<file path="config.mk">
export PLATFORM = sky130hd
export DESIGN_NAME = fifo_unpacker
export DESIGN_NICKNAME = d
export VERILOG_FILES = /design/src/rtl/fifo_pkg.sv /design/src/rtl/fifo_unpacker.sv
export SDC_FILE = /design/constraint.sdc
export NUM_CORES = 1
export LEC_CHECK = 0
export ABC_CLOCK_PERIOD_IN_PS = 2300
export CORE_MARGIN = 3
export CORE_UTILIZATION = 50
export CTS_CLUSTER_SIZE = 24
export DETAILED_ROUTE_END_ITERATION = 7
export PLACE_DENSITY_LB_ADDON = 0.08
export SKIP_CTS_REPAIR_TIMING = 1
export SLEW_MARGIN = 20
export SYNTH_ARGS = -nofsm -noshare
export SYNTH_HDL_FRONTEND = slang
export SYNTH_SLANG_ARGS = --single-unit
</file>
<file path="constraint.sdc">
create_clock -name clk -period 2.3 [get_ports clk]
set_input_delay 0.69 -clock clk [delete_from_list [all_inputs] [get_ports clk]]
set_output_delay 0.69 -clock clk [all_outputs]
set_load 0.01 [all_outputs]
</file>
<file path="src/rtl/fifo_pkg.sv">
// fifo_pkg: shared FSM encoding and counter-width helper for the FIFO unpacker
package fifo_pkg;

    typedef enum logic {
        IDLE = 1'b0,
        SEND = 1'b1
    } state_t;

    function automatic int cnt_w(input int n);
        return (n > 1) ? $clog2(n) : 1;
    endfunction

endpackage

</file>
<file path="src/rtl/fifo_unpacker.sv">
// fifo_unpacker: serializes PAR_READ-word FIFO groups into a one-word valid/ready stream
module fifo_unpacker
    import fifo_pkg::*;
#(
    parameter int SIZE     = 16,
    parameter int PAR_READ = 4
) (
    input  logic                     clk,
    input  logic                     rstn,
    input  logic                     clear,
    input  logic                     fifo_empty,
    output logic                     fifo_ren,
    input  logic [SIZE*PAR_READ-1:0] fifo_dout,
    output logic [SIZE-1:0]          out_data,
    output logic                     out_valid,
    input  logic                     out_ready,
    output logic                     busy
);

    localparam int               CNT_W = cnt_w(PAR_READ);
    localparam logic [CNT_W-1:0] LAST  = CNT_W'(PAR_READ - 1);

    state_t                   state_q, state_d;
    logic [CNT_W-1:0]         lane_cnt_q, lane_cnt_d;
    logic [SIZE*PAR_READ-1:0] hold_q, hold_d;
    logic                     hs;
    logic                     last_hs;

    // handshake decode, show-ahead pop request and lane output; rstn gating keeps the pop quiet during reset
    always_comb begin
        hs        = (state_q == SEND) && out_ready;
        last_hs   = hs && (lane_cnt_q == LAST);
        fifo_ren  = rstn && !clear && !fifo_empty && ((state_q == IDLE) || last_hs);
        out_valid = state_q == SEND;
        busy      = state_q == SEND;
        out_data  = out_valid ? hold_q[int'(lane_cnt_q)*SIZE +: SIZE] : '0;
    end

    // next state: clear wins, then a pop reloads lane 0, then the last lane returns to idle
    always_comb begin
        state_d    = state_q;
        lane_cnt_d = lane_cnt_q;
        hold_d     = hold_q;
        if (clear) begin
            state_d    = IDLE;
            lane_cnt_d = '0;
            hold_d     = '0;
        end else if (fifo_ren) begin
            state_d    = SEND;
            lane_cnt_d = '0;
            hold_d     = fifo_dout;
        end else if (last_hs) begin
            state_d    = IDLE;
            lane_cnt_d = '0;
        end else if (hs) begin
            lane_cnt_d = lane_cnt_q + CNT_W'(1);
        end
    end

    // state, lane counter and holding register
    always_ff @(posedge clk or negedge rstn) begin
        if (!rstn) begin
            state_q    <= IDLE;
            lane_cnt_q <= '0;
            hold_q     <= '0;
        end else begin
            state_q    <= state_d;
            lane_cnt_q <= lane_cnt_d;
            hold_q     <= hold_d;
        end
    end

endmodule

</file>
==> qor.csv <==
metric,value,unit
status,"finished, violations left",
violations,negative setup slack,
cts_tree,done,
syn_area_per_cell,10.6,µm²
critPathRequiredTime,1610,ps
grtUsageMet3,4.33,%
drtIter0Drc,180,
synth_cells,339,
cts_root_buf,clkbuf_8,
hp-class,reg -> reg,
r2r_setup_slack,220,ps
htree_levels,3,
vdd_drop_max,0.399,mV
vias,2883,
final_common_cell,clkdlybuf4s50_1,
fillers,557,
p_leak,2.31,nW
area_growth,35.8,%
dieArea,8240,µm²
fin_skew,11.3,ps
place_congestion,0.736,
pin_count,88,
synth_cell_types,27,
hpwl,5.78,mm
hp-start,hold_q[63],
wire_per_inst,16.8,µm
grt_util_met2,34.0,%
coreArea,6870,µm²
portBuffers,87,
numCtsBuffers,9,
critPathCaptureType,output pin,
clock_sinks,67,
syn_nets,409,
cp_max_fo,5,
finalMaxSlewViolations,0,
wl,8.92,mm
dieHeight,90.8,µm
setup_violations,16,
critPathKind,reg -> out,
grt_pass1_vias,2865,
critPathLaunchType,flip-flop,
drive_gt1_share,25.3,%
hold_viol,0,
max_freq,0.392,GHz
cts_buffer_depth,2,
fin_ws,-249,ps
grt_setup_unrepaired,yes,
arrival,1860,ps
multiInputGateArea,1520,µm²
vias_per_cell,5.44,
start_util,52.3,%
antenna_left,0,
antenna_found_initial,0,
tightest_slew,862,ps
cellPowerDensity,557,nW/µm²
grt_pass1_wl,14.5,mm
diodes,0,
seq_area,1680,µm²
use_met1,31.1,%
first_pass_iters,4,
die_w,90.8,µm
rows,30,
reg2reg_from,lane_cnt_q[0],
yosys_warnings,0,
drcViolationCount,0,
cts.clk_slew.worst_paths,70,ps
crit_path_start,lane_cnt_q[0],
grt_max_degree,68,
fin_crit_sh,111,%
post-route-min-period,2550,ps
place_ws,-470,ps
grt_usage,21.9,%
mostFrequentLayoutCells,"67 x clkdlybuf4s50_1, 65 x dfrtp_1, 64 x o211ai_1",
finalNetCount,499,
busiest_layer,met2,
final_util,71.0,%
grt_overflow_total,0,
synth_seq_cells,67,
slew_headroom,42.5,%
synth_area,3590,µm²
cap_violations,0,
ys_seq_area_share,46.7,%
clock_latency,340,ps
[state kept, by name (all words and copies together), names as in the netlist]
name        cells
hold_q         64
lane_cnt_q      2
busy            1
[final timing paths]
kind                                to  depth (start not counted)
max in group asynchronous         busy                          3
min                         hold_q[63]                          2
max                        out_data[0]                          6
min in group asynchronous   hold_q[35]                          3
min reg2reg                 hold_q[63]                          2
max reg2reg                 hold_q[57]                          7
[final cells by class]
| type | instances | area share, % |
|---|---|---|
| tap | 96 | 2.46 |
| multi-input combinational | 180 | 31.1 |
| clock buffer | 11 | 3.10 |
| timing repair buffer | 112 | 23.0 |
| inverter | 59 | 4.59 |
| clock inverter | 5 | 1.26 |
| sequential | 67 | 34.4 |
[cells by family (layout without fill, tap and decap cells)]
kind of cell	count (synthesis)	after routing	share of synthesized area, %
AO/OA/AOI/OAI	124	124	24.0
flip-flops	67	67	46.7
AND/OR/NAND/NOR	37	37	5.99
multiplexers	18	18	10.6
adder cells (fa/ha/maj)	1	1	0.348
buffers and inverters	92	187	12.4
[per-stage QoR]
step / total power [mW] / instance area, µm² / std cells / setup TNS, ps / hold WS, ps
2_1_floorplan: 1.48 / 3590 / 339 / 0 / 394
3_3_place_gp: 1.69 / 4590 / 510 / -1920 / 501
3_5_place_dp: 1.70 / 4590 / 510 / -3200 / 509
4_1_cts: 2.72 / 4800 / 526 / -8060 / 527
5_1_grt: 2.83 / 4880 / 530 / -2860 / 538
6_report: 2.72 / 4880 / 530 / -1790 / 529
[metal layers]
layer	share of wire [%]	wire, µm
met2	49	4400
met1	44	3970
met4	1.1	100
met3	5.1	454
met5	0	0
[worst max-delay path: stages, from the launching register on]
cell and delay, ps:
dfrtp_2 410, buf_6 120, clkbuf_16 140, buf_6 90
mux4_2 490, and2_4 150, buf_6 110
[cells in the mapped netlist (all sizes together)]
| cell type | number | area share, % |
|---|---|---|
| mux4 | 16 | 10 |
| inv | 59 | 6.2 |
| o211ai | 64 | 13 |
| clkbuf | 15 | 1.6 |
| and2 | 16 | 2.8 |
| mux2i | 2 | 0.56 |
| a21bo | 1 | 0.28 |
| dfrtp | 67 | 47 |
| a21oi | 1 | 0.14 |
| nor3b | 1 | 0.52 |
| nand2 | 9 | 1.1 |
| a21boi | 1 | 0.21 |
| nand2b | 1 | 0.17 |
| ha | 1 | 0.35 |
| nor2 | 1 | 0.10 |
| buf | 18 | 4.6 |
| o21ai | 57 | 10 |
| nor3 | 2 | 0.28 |
| nand3 | 7 | 0.98 |
[report_power, final]
group          total (mW)  switching [mW]  internal [mW]
registers            1.27          0.0323           1.23
logic               0.421           0.198          0.222
clock network        1.03           0.469          0.562
Power figures use the tool's default switching activity.
